`src/rtl/pc_sequencer.sv`:
```
// Fetch/execute sequencer: owns the PC, fetches over req/ack,
// presents one instruction per execute window, faults on a hung fetch.
module pc_sequencer #(
    parameter logic [29:0] RESET_ADDR = 30'h0000_0000,
    parameter int unsigned WAIT_LIMIT = 16
) (
    input  logic        i_clk,
    input  logic        i_rst,
    output logic        o_imem_req,
    output logic [29:0] o_imem_addr,
    input  logic        i_imem_ack,
    input  logic [31:0] i_imem_rdata,
    output logic [31:0] o_instr,
    output logic        o_instr_valid,
    output logic [29:0] o_pc,
    output logic [29:0] o_incPc,
    input  logic        i_PCSrc,
    input  logic [29:0] i_target,
    input  logic        i_stall,
    output logic [31:0] o_retired,
    output logic        o_fault
);

    localparam int unsigned CW =
        (WAIT_LIMIT > 1) ? $clog2(WAIT_LIMIT) : 1;
    localparam logic [CW-1:0] LAST_WAIT =
        CW'((WAIT_LIMIT == 0) ? 0 : WAIT_LIMIT - 1);

    typedef enum logic [1:0] {
        BOOT,
        FETCH,
        EXEC,
        FAULT
    } state_t;

    state_t        state;
    logic [CW-1:0] wait_cnt;
    logic          timed_out;

    assign o_imem_addr = o_pc;
    assign o_incPc     = o_pc + 30'd1;

    // With WAIT_LIMIT == 0 the counter free-runs but never trips.
    assign timed_out = (WAIT_LIMIT != 0) && (wait_cnt == LAST_WAIT);

    always_ff @(posedge i_clk) begin
        if (i_rst) begin
            state         <= BOOT;
            o_pc          <= RESET_ADDR;
            o_instr       <= 32'h0;
            o_retired     <= 32'h0;
            wait_cnt      <= '0;
            o_imem_req    <= 1'b0;
            o_instr_valid <= 1'b0;
            o_fault       <= 1'b0;
        end else begin
            unique case (state)
                BOOT: begin
                    state      <= FETCH;
                    wait_cnt   <= '0;
                    o_imem_req <= 1'b1;
                end
                FETCH: begin
                    if (i_imem_ack) begin
                        state         <= EXEC;
                        o_instr       <= i_imem_rdata;
                        o_imem_req    <= 1'b0;
                        o_instr_valid <= 1'b1;
                    end else if (timed_out) begin
                        state      <= FAULT;
                        o_imem_req <= 1'b0;
                        o_fault    <= 1'b1;
                    end else begin
                        wait_cnt <= wait_cnt + 1'b1;
                    end
                end
                EXEC: begin
                    if (!i_stall) begin
                        state         <= FETCH;
                        o_pc          <= i_PCSrc ? i_target : o_incPc;
                        o_retired     <= o_retired + 32'd1;
                        wait_cnt      <= '0;
                        o_imem_req    <= 1'b1;
                        o_instr_valid <= 1'b0;
                    end
                end
                FAULT: begin
                    state <= FAULT;
                end
                default: begin
                    state <= FAULT;
                end
            endcase
        end
    end

endmodule

```
`config.mk`:
```
export PLATFORM = sky130hd
export DESIGN_NAME = pc_sequencer
export DESIGN_NICKNAME = d
export VERILOG_FILES = /design/src/rtl/pc_sequencer.sv
export SDC_FILE = /design/constraint.sdc
export NUM_CORES = 1
export LEC_CHECK = 0
export BUFFER_PORTS_ARGS = -buffer_cell sky130_fd_sc_hd__buf_2
export CAP_MARGIN = 10
export CORE_ASPECT_RATIO = 0.8
export CORE_UTILIZATION = 50
export CTS_CLUSTER_DIAMETER = 50
export CTS_CLUSTER_SIZE = 25
export DETAILED_ROUTE_END_ITERATION = 12
export GPL_TIMING_DRIVEN = 0
export PLACE_DENSITY = 0.82
export SETUP_SLACK_MARGIN = 0.15
export SLEW_MARGIN = 25
export SYNTH_ARGS = -nofsm -noshare
export SYNTH_HDL_FRONTEND = slang
export SYNTH_SLANG_ARGS = --single-unit
```
`constraint.sdc`:
```
create_clock -name i_clk -period 2.5 [get_ports i_clk]
set_clock_uncertainty 0.15 [all_clocks]
set_input_delay 0 -clock i_clk [delete_from_list [all_inputs] [get_ports i_clk]]
set_output_delay 0 -clock i_clk [all_outputs]
set_load 0.01 [all_outputs]
```
==> flow_metrics.tcl, run 1 <==
set metrics [dict create \
    status "finished clean" \
    wl_per_cell_um 17.74 \
    drt_iter0_markers 829 \
    dieArea_um2 12000 \
    drt-total-wl_mm 22.13 \
    yosysTopAreaCell "dfxtp_1" \
    ir_worst_vdd_mv 0.5020 \
    reg2reg_from "o_imem_addr[3]" \
    setup_viol 0 \
    die_w_um 122.2 \
    vias_per_cell 5.956 \
    gr-usage-met2_pct 54.49 \
    pre_cts_slack_ns -0.4517 \
    ant_nets 0 \
    cts_tree "done" \
    dr.pass1.iters 10 \
    arrival_ns 2.25 \
    io_pins 224 \
    yosys.area_share.adder_pct 0.6492 \
    setup_ws_ns 0.1005 \
    crit_fanout 7 \
    top_usage_layer "met2" \
    path_clk_slew_ns 0.08 \
    track_usage_pct 33.84 \
    finalCritPeriodShare_pct 95.98 \
    max_freq_mhz 416.7 \
    cp.required_ns 2.35 \
    cts.path.max_buffers 2 \
    finalNetCount 1169 \
    vias 7433 \
    overflow 0 \
    ys_seq_area_share_pct 35.66 \
    io_buffers 222 \
    dp_hpwl_mm 13.53 \
    rsz0062_at_grt "true" \
    finish.instance_area_um2 8836 \
    drive_above_1_share_pct 37.41 \
    drv_cap 0 \
    htree_levels 3 \
    netlist-cell-type-count 56 \
    synth.cell_area_um2 5782 \
    use_met1_pct 42.92 \
    min_path_type "input pin to register" \
    clk_latency_ns 0.35 \
    drcViolationCount 0 \
    grt_max_degree 20 \
    syn_avg_cell_area_um2 7.648 \
    ys_async_sr_fraction_pct 0 \
    initial_core_util_pct 52.27 \
    muxShareOfSynthArea_pct 1.060 \
    synth_top_family_by_area "simple AND/OR/NAND/NOR gates" \
    r2r_slack_ns 0.17 \
    root_buffer "clkbuf_16" \
    gp_congestion 0.9547 \
    yosys-top-cells-area "dfxtp_1 36%, nand2_1 7.5%, a21oi_1 6.5%" \
    worst_pin_slew_ns 0.7153 \
    cp-startpoint "o_imem_addr[13]" \
    diodes 0 \
    hold_end "o_imem_addr[10]" \
    ys_ff_latch 103 \
    met3_usage_pct 9.579 \
    min_period_ns 2.400 \
    num_rows 34 \
    synth.top_cell.area_share_pct 35.66 \
    relSlewSlack_pct 52.32 \
    postPlaceCellArea_um2 7079 \
    drv_slew 0 \
    finalHoldViolations 0 \
    power.density_nw_per_um2 423.2 \
    hold_slack_ns 0.08529 \
    end_kind "output pin" \
    chipHeight_um 98.18 \
    r2r_cells 9 \
    synth-main-ff-cell "dfxtp_1" \
    core_area_um2 11060 \
    design_power_total_mw 3.740 \
    finish.utilization_pct 79.89 \
    cts_sinks 103 \
    cts_made_buffers 9 \
    synth_edf_count 0 \
    antenna_found_initial 0 \
    yosys.area_share.simple_pct 29.71 \
    syn-num-nets 826 \
    grt_first_pass_wirelength_mm 32.22 \
    grt_pass1_vias 6458 \
    area_growth_pct 52.82 \
    synth_cells 756 \
    yosys_warnings 0 \
    leakage_nw 3.991 \
    synth_xor_area_share_pct 6.211 \
    r2r-end "o_imem_addr[20]" \
    critPathKind "register to output pin" \
    holdCritStartpoint "i_PCSrc" \
    cp-start-kind "register" \
    synth_compound_area_share_pct 17.44 \
    hold_path_depth 3 \
]
==> power breakdown <==
part | switching (mW) | leakage (nW) | internal, mW
registers | 0.0416 | 0.844 | 1.68
logic | 0.307 | 3.00 | 0.271
clock network | 0.706 | 0.147 | 0.729
total | 1.06 | 3.99 | 2.68
==> cell usage after synthesis, drive strengths merged (3+ instances only) <==
| cell type | number |
|---|---|
| a211o | 5 |
| a21oi | 75 |
| a31oi | 17 |
| a41oi | 3 |
| and2 | 7 |
| and3 | 14 |
| and4 | 13 |
| buf | 43 |
| clkbuf | 55 |
| dfxtp | 103 |
| ha | 3 |
| inv | 9 |
| mux2i | 5 |
| nand2 | 116 |
| nand2b | 3 |
| nand3 | 34 |
| nand3b | 3 |
| nand4 | 22 |
| nor2 | 34 |
| nor2b | 4 |
| nor3 | 25 |
| nor4 | 15 |
| o211ai | 3 |
| o21a | 5 |
| o21ai | 24 |
| o311ai | 4 |
| o31ai | 11 |
| o41ai | 5 |
| or2 | 6 |
| or3 | 11 |
| or3b | 3 |
| or4 | 13 |
| xnor2 | 22 |
| xor2 | 19 |
==> how the worst max path moves through the flow <==
stage / to / slack, ns / cells past startpoint
after floorplan: o_imem_addr[20] / 0.20 / 6
after global placement: o_imem_addr[14] / -0.57 / 6
after detailed placement: o_imem_addr[1] / -0.45 / 6
after CTS: o_incPc[21] / 0.06 / 8
after global routing: o_incPc[26] / 0.02 / 6
final: o_incPc[21] / 0.10 / 6
==> layout by cell type, fill, tap and decap left out, drive strengths merged, types with 5 or more instances in the layout <==
| cell | instances |
|---|---|
| a211o | 5 |
| a21oi | 75 |
| a31oi | 17 |
| and2 | 7 |
| and3 | 14 |
| and4 | 13 |
| buf | 319 |
| clkbuf | 54 |
| dfxtp | 103 |
| dlygate4sd3 | 67 |
| inv | 13 |
| mux2i | 5 |
| nand2 | 116 |
| nand3 | 34 |
| nand4 | 22 |
| nor2 | 34 |
| nor3 | 25 |
| nor4 | 15 |
| o21a | 5 |
| o21ai | 24 |
| o31ai | 11 |
| o41ai | 5 |
| or2 | 6 |
| or3 | 11 |
| or4 | 13 |
| xnor2 | 22 |
| xor2 | 19 |
==> cell families after synthesis <==
kind of cell	after synthesis
multiplexers	6
XOR/XNOR	41
AND/OR/NAND/NOR	330
buffers and inverters	107
flip-flops	103
adder cells (fa/ha/maj)	3
AO/OA/AOI/OAI	166
==> per-stage QoR <==
| stage | instances | TNS, ns |
|---|---|---|
| finish | 1248 | 0 |
| global route | 1248 | 0 |
| CTS | 1229 | 0 |
| detailed placement | 1122 | -7.947 |
| global placement | 1122 | -9.012 |
| floorplan | 756 | 0 |
==> cell type report <==
class	instances	area, µm²
multi-input combinational	546	3426
fill	743	2225
timing repair buffer	332	2132
sequential	103	2096
buffer	98	671.9
clock buffer	10	239.0
tap	144	180.2
clock inverter	6	57.56
inverter	9	33.78
==> metal layers <==
metal | vias up | part of all wire [%]
met5 | - | 0
met4 | 0 | 3.9
met3 | 116 | 12
met2 | 549 | 46
met1 | 3400 | 39
li1 | 3368 | -
==> timing repair <==
item	in CTS	in global routing
cloned	0	0
pin swaps	7	18
hold buffers	67	0
endpoints found under the setup margin	68	44
endpoints found under the hold margin	67	0
setup buffers	24	19
resized for setup	76	85
==> registers in the layout (all words and copies together) (netlist names) <==
register	cells
o_imem_addr	30
o_fault	1
state	2
o_instr_valid	1
wait_cnt	4
o_imem_req	1
o_instr	32
o_retired	32
==> critical path: stages, from the launching register on <==
cell and delay [ns]:
dfxtp_1 0.51, nand4_1 0.25, or4_4 0.54, buf_8 0.15, nor3_4 0.11, xor2_1 0.18, buf_2 0.15
No activity file was read; power rests on OpenSTA's default activity.
==> run 2: changes to the inputs <==
- ABC_AREA: unset -> 1
- CORE_UTILIZATION: 50 -> 49
- PLACE_DENSITY: 0.82 -> 0.8
==> run 2 against run 1 <==
  * Non-clock buffer count fell by 80
  * Maximum frequency rose by 8.9%
  * Power fell by 0.37%
  * Critical endpoint is now o_incPc[26]
==> flow_metrics.tcl, run 2 <==
set metrics [dict create \
    status "finished clean" \
    ff_latch_area_um2 2063 \
    yosys_warnings 0 \
    yosys-top-cells-area "dfxtp_1 36%, nand2_1 14%, nor2_1 11%" \
    htree_levels 3 \
    yosysTopAreaCell "dfxtp_1" \
    reg2reg_from "state[0]" \
    drcViolationCount 0 \
    leakage_nw 3.747 \
    dp_hpwl_mm 13.38 \
    drv_cap 0 \
    finalNetCount 1233 \
    core_area_um2 11100 \
    syn_avg_cell_area_um2 6.607 \
    end_kind "output pin" \
    arrival_ns 2.05 \
    cp-startpoint "o_imem_addr[1]" \
    critPathKind "register to output pin" \
    overflow 0 \
    wl_per_cell_um 14.37 \
    fin_cells 1312 \
    area_growth_pct 39.70 \
    dr.pass1.iters 6 \
    root_buffer "clkbuf_16" \
    track_usage_pct 31.59 \
    grt_pass1_vias 6075 \
    cts_made_buffers 9 \
    diodes 0 \
    io_buffers 223 \
    min_path_type "input pin to register" \
    clk_latency_ns 0.34 \
    power_switching_mw 1.061 \
    synth_top_cells_by_count "205 x nand2_1, 164 x nor2_1, 103 x dfxtp_1" \
    post_cts_buffers 0 \
    grt_max_degree 20 \
    drt-total-wl_mm 18.85 \
    die_w_um 122.5 \
    cts_sinks 103 \
    vias 6728 \
    rsz0062_at_grt "false" \
    path_clk_slew_ns 0.08 \
    io_pins 224 \
    synth.top_cell.area_share_pct 36.20 \
    grt_first_pass_wirelength_mm 30.16 \
    syn-num-nets 932 \
    power.share.clock_pct 38.1 \
    slowest_stage "dfxtp_1" \
    synth_cells 862 \
    finalHoldViolations 0 \
    dieArea_um2 12060 \
    yosysMostFrequentCell "nand2_1" \
    cpPeakStageDelay_ns 0.43 \
    initial_core_util_pct 51.30 \
    cts_tree "done" \
    netlist-cell-type-count 34 \
    n_fill_cell 915 \
    p_sw_share_pct 28.46 \
    synth-main-ff-cell "dfxtp_1" \
    synth.cell_area_um2 5695 \
    ant_nets 0 \
    ys_seq_area_share_pct 36.20 \
    path_cells "ha_1 -> nand2_2 -> nor2_4 -> nand2_4 -> nor2_4 -> nand3_1 -> and2_1 -> buf_2" \
    final_common_cell "buf_2" \
    vias_per_cell 5.128 \
    drt_iter0_markers 449 \
    dp.cells 1229 \
    seq_power_share_pct 47.5 \
    num_rows 34 \
    intPower_mw 2.665 \
    drv_slew 0 \
    chipHeight_um 98.43 \
    design_power_total_mw 3.726 \
    finalCritPeriodShare_pct 88.11 \
    crit_top_cell "nor2_4" \
    relSlewSlack_pct 58.88 \
    combPwrFrac_pct 14.4 \
    max_freq_mhz 454.0 \
    crit_fanout 5 \
    cts.path.max_buffers 2 \
    ys_async_sr_fraction_pct 0 \
    cp-start-kind "register" \
    worst_pin_slew_ns 0.6169 \
    multi_input_comb_area_um2 3054 \
    cp.required_ns 2.35 \
    ys_ff_latch 103 \
    power.density_nw_per_um2 468.3 \
    min_period_ns 2.203 \
    antenna_found_initial 0 \
    holdCritStartpoint "i_PCSrc" \
    final.setup.tns_ns 0 \
    ir_worst_vdd_mv 0.4944 \
    setup_viol 0 \
    synth_edf_count 0 \
    layout_common_cells "227 x buf_2, 205 x nand2_1, 164 x nor2_1, 102 x dfxtp_1, 78 x a21oi_1" \
    drive_above_1_share_pct 27.14 \
    gp_congestion 0.9181 \
]
-- run 2: cell types whose count changed after synthesis, moves of 16 or more --
cell | before | now
nor2_1 | 34 | 164
nand2_1 | 116 | 205
inv_1 | 9 | 59
o21ai_0 | 24 | 71
clkbuf_1 | 55 | 24
xnor2_1 | 22 | 3
nor3_1 | 25 | 8
a31oi_1 | 17 | 1
-- run 2: worst paths after layout --
path	end	slack [ns]	depth (start not counted)
worst max-delay path	o_incPc[26]	0.30	8
worst max register to register	state[0]	0.51	5
worst min-delay path	o_imem_addr[10]	0.09	5
worst min register to register	o_instr_valid	0.31	2
-- run 2: final cells by class --
type	instances	area share [%]
multi-input cells	637	38.39
clock inverters	6	0.8020
plain buffers	60	4.356
repair buffers	290	22.46
flip-flops and latches	103	25.93
well taps	144	2.265
clock buffers	10	2.878
inverters	62	2.925
-- run 2: what timing repair did --
item                                   4_1_cts  5_1_grt
setup endpoints to repair                    0        2
hold buffers                                67        0
endpoints found under the hold margin       69        0
resized for setup                            0        1
-- run 2: metal layers --
layer	track usage, %	up-vias	share of wire (%)
li1	-	3325	-
met1	43.96	3025	45
met2	48.96	346	44
met3	6.655	32	8.9
met4	9.381	0	2.1
met5	0	-	0
-- run 2: cell families after synthesis --
family,count (synthesis),synth area share [%]
flip-flops,103,36.20
adder cells (fa/ha/maj),3,0.6591
AND/OR/NAND/NOR,457,34.75
buffers and inverters,122,10.17
AO/OA/AOI/OAI,157,14.21
XOR/XNOR,20,3.998
-- run 2: power groups by stage --
stage | Sequential (mW) | Combinational [mW] | Clock, mW
detailed placement | 1.80 | 0.437 | 0
global route | 1.78 | 0.584 | 1.51
CTS | 1.76 | 0.520 | 1.43
global placement | 1.80 | 0.431 | 0
floorplan | 1.82 | 0.208 | 0
finish | 1.77 | 0.536 | 1.42
-- run 2: worst max-delay path: cells and delay by family (launching register included) --
family        cells  cell delay, ns
fa+ha+maj         1            0.23
flops             1            0.43
simple gates      6            0.90
buf+inv           1            0.14
-- run 2: through the flow --
step	instance area [µm²]	hold slack, ns	worst slack (ns)	utilization [%]
after floorplan	5695	-0.07069	0.7466	-
after global placement	6992	0.07228	0.6309	62.97
after detailed placement	6992	0.07709	0.6296	62.97
after CTS	7955	0.07876	0.2503	71.65
after global routing	7956	0.1226	0.1677	71.66
final	7956	0.09154	0.2973	71.66
==> run 3: changes to the inputs <==
- CORE_ASPECT_RATIO: 0.8 -> unset
- GPL_TIMING_DRIVEN: 0 -> unset
==> run 3 against run 2 <==
  * Largest power group unchanged
  * Utilization is 3.0 points lower
  * Final area decreased by 1.9%
  * First-iteration DRC count increased by 30%
  * Flip-flop and latch count did not move
  * Register-to-register slack worse by 0.26 ns
  * Sequential share of layout area up 0.79 points
  * Maximum frequency down 2.3%
  * Power up 0.53%
  * Highest routed layer unchanged
  * Non-clock buffer count shrank 43
  * Critical endpoint is now o_imem_addr[28]
  * Clock power increased by 4%
  * Final cell count is 3.4% lower
  * Combinational power fell by 6.3%
==> flow_metrics.tcl, run 3 (synthesized netlist as in run 2, its figures left out) <==
set metrics [dict create \
    final.setup.tns_ns 0 \
    drt-total-wl_mm 17.51 \
    initial_core_util_pct 50.09 \
    drt_iter0_markers 582 \
    cts_sinks 103 \
    combPwrFrac_pct 13.4 \
    antenna_found_initial 0 \
    drv_slew 0 \
    gp_congestion 0.8713 \
    pre_cts_slack_ns 0.7101 \
    r2r-end "o_imem_addr[28]" \
    arrival_ns 2.40 \
    final_common_cell "buf_2" \
    intPower_mw 2.732 \
    area_growth_pct 37.04 \
    drv_cap 0 \
    overflow 0 \
    cp.required_ns 2.65 \
    die_w_um 109.8 \
    power.share.clock_pct 39.5 \
    root_buffer "clkbuf_16" \
    p_sw_share_pct 27.06 \
    core_area_um2 11370 \
    num_rows 39 \
    dieArea_um2 12060 \
    dr.pass1.iters 5 \
    fin_cells 1268 \
    io_pins 224 \
    grt_first_pass_wirelength_mm 26.69 \
    vias 6488 \
    relSlewSlack_pct 67.42 \
    leakage_nw 3.649 \
    status "finished clean" \
    finalNetCount 1190 \
    seq_power_share_pct 47.1 \
    end_kind "register" \
    htree_levels 3 \
    r2r_cells 6 \
    grt_max_degree 50 \
    rsz0062_at_grt "false" \
    chipHeight_um 109.8 \
    vias_per_cell 5.117 \
    path_clk_slew_ns 0.08 \
    endpoint "o_imem_addr[28]" \
    max_freq_mhz 443.7 \
    min_period_ns 2.254 \
    wl_per_cell_um 13.81 \
    cp-startpoint "state[0]" \
    drive_above_1_share_pct 27.64 \
    power.density_nw_per_um2 479.9 \
    r2r_slack_ns 0.25 \
    layout_common_cells "223 x buf_2, 205 x nand2_1, 164 x nor2_1, 88 x dfxtp_1, 77 x a21oi_1" \
    power_switching_mw 1.014 \
    finalCritPeriodShare_pct 90.15 \
    reg2reg_from "state[0]" \
    dp.cells 1176 \
    track_usage_pct 28.30 \
    crit_fanout 35 \
    ant_nets 0 \
    min_path_type "input pin to register" \
    worst_pin_slew_ns 0.4880 \
    grt_pass1_vias 5703 \
    diodes 0 \
    io_buffers 223 \
    setup_viol 0 \
    cts_tree "done" \
    dp_hpwl_mm 11.66 \
    ir_worst_vdd_mv 0.3627 \
    cts.path.max_buffers 2 \
    finalHoldViolations 0 \
    cp-start-kind "register" \
    cts_made_buffers 9 \
    clk_latency_ns 0.35 \
    critPathKind "register to register" \
    drcViolationCount 0 \
    setup_ws_ns 0.2462 \
]
[run 3: critical path, stage by stage (launching register included)]
cell and delay (ns):
dfxtp_1 0.44, inv_2 0.07, nand3_1 0.23, buf_4 0.44
a21oi_1 0.10, a21oi_1 0.19, dlygate4sd3_1 0.58
[run 3: worst min-delay path by stage]
stage	slack [ns]	end	depth (start not counted)	startpoint
global route	0.02	o_imem_addr[26]	4	i_PCSrc
global placement	0.07	o_instr[13]	3	i_imem_rdata[13]
finish	0.02	o_imem_addr[19]	4	i_PCSrc
CTS	0.003	o_imem_addr[26]	4	i_PCSrc
floorplan	-0.07	o_retired[2]	1	i_rst
detailed placement	0.08	o_instr[9]	3	i_imem_rdata[9]
[run 3: cell type report]
class                      instances  area (µm²)
fill                             987        3565
sequential                       103        2086
clock inverter                     7       80.08
inverter                          62       232.7
tap                              143       178.9
timing repair buffer             307        1942
clock buffer                       9       225.2
multi-input combinational        637        3060
[run 3: timing repair]
| action | in CTS | in global routing |
|---|---|---|
| gates resized for setup | 0 | 19 |
| hold endpoints to repair | 88 | 0 |
| endpoints found under the setup margin | 0 | 5 |
| hold buffers | 74 | 0 |
| setup buffers | 0 | 3 |
[run 3: power by group through the flow]
| stage | combinational (mW) | clock, mW | sequential, mW |
|---|---|---|---|
| after global routing | 0.552 | 1.59 | 1.77 |
| after detailed placement | 0.408 | 0 | 1.80 |
| final | 0.502 | 1.48 | 1.76 |
| after CTS | 0.493 | 1.51 | 1.76 |
| after global placement | 0.404 | 0 | 1.80 |
| after floorplan | 0.208 | 0 | 1.82 |
[run 3: layer usage]
| metal | wire, µm | vias up | share of wire (%) | track usage, % |
|---|---|---|---|---|
| li1 | - | 3243 | - | - |
| met3 | 1028 | 38 | 5.9 | 5.513 |
| met5 | 0 | - | 0 | 0 |
| met4 | 417 | 0 | 2.4 | 10.76 |
| met2 | 8763 | 261 | 50 | 50.76 |
| met1 | 7301 | 2946 | 42 | 33.02 |
[run 3: metrics by stage]
stage | cell area (µm²) | util [%] | hold WS [ns] | power (mW)
2_1_floorplan | 5695 | - | -0.07069 | 2.027
3_3_place_gp | 6716 | 59.07 | 0.06971 | 2.202
3_5_place_dp | 6716 | 59.07 | 0.07827 | 2.207
4_1_cts | 7762 | 68.27 | 0.002962 | 3.767
5_1_grt | 7805 | 68.65 | 0.02122 | 3.912
6_report | 7805 | 68.65 | 0.01537 | 3.746
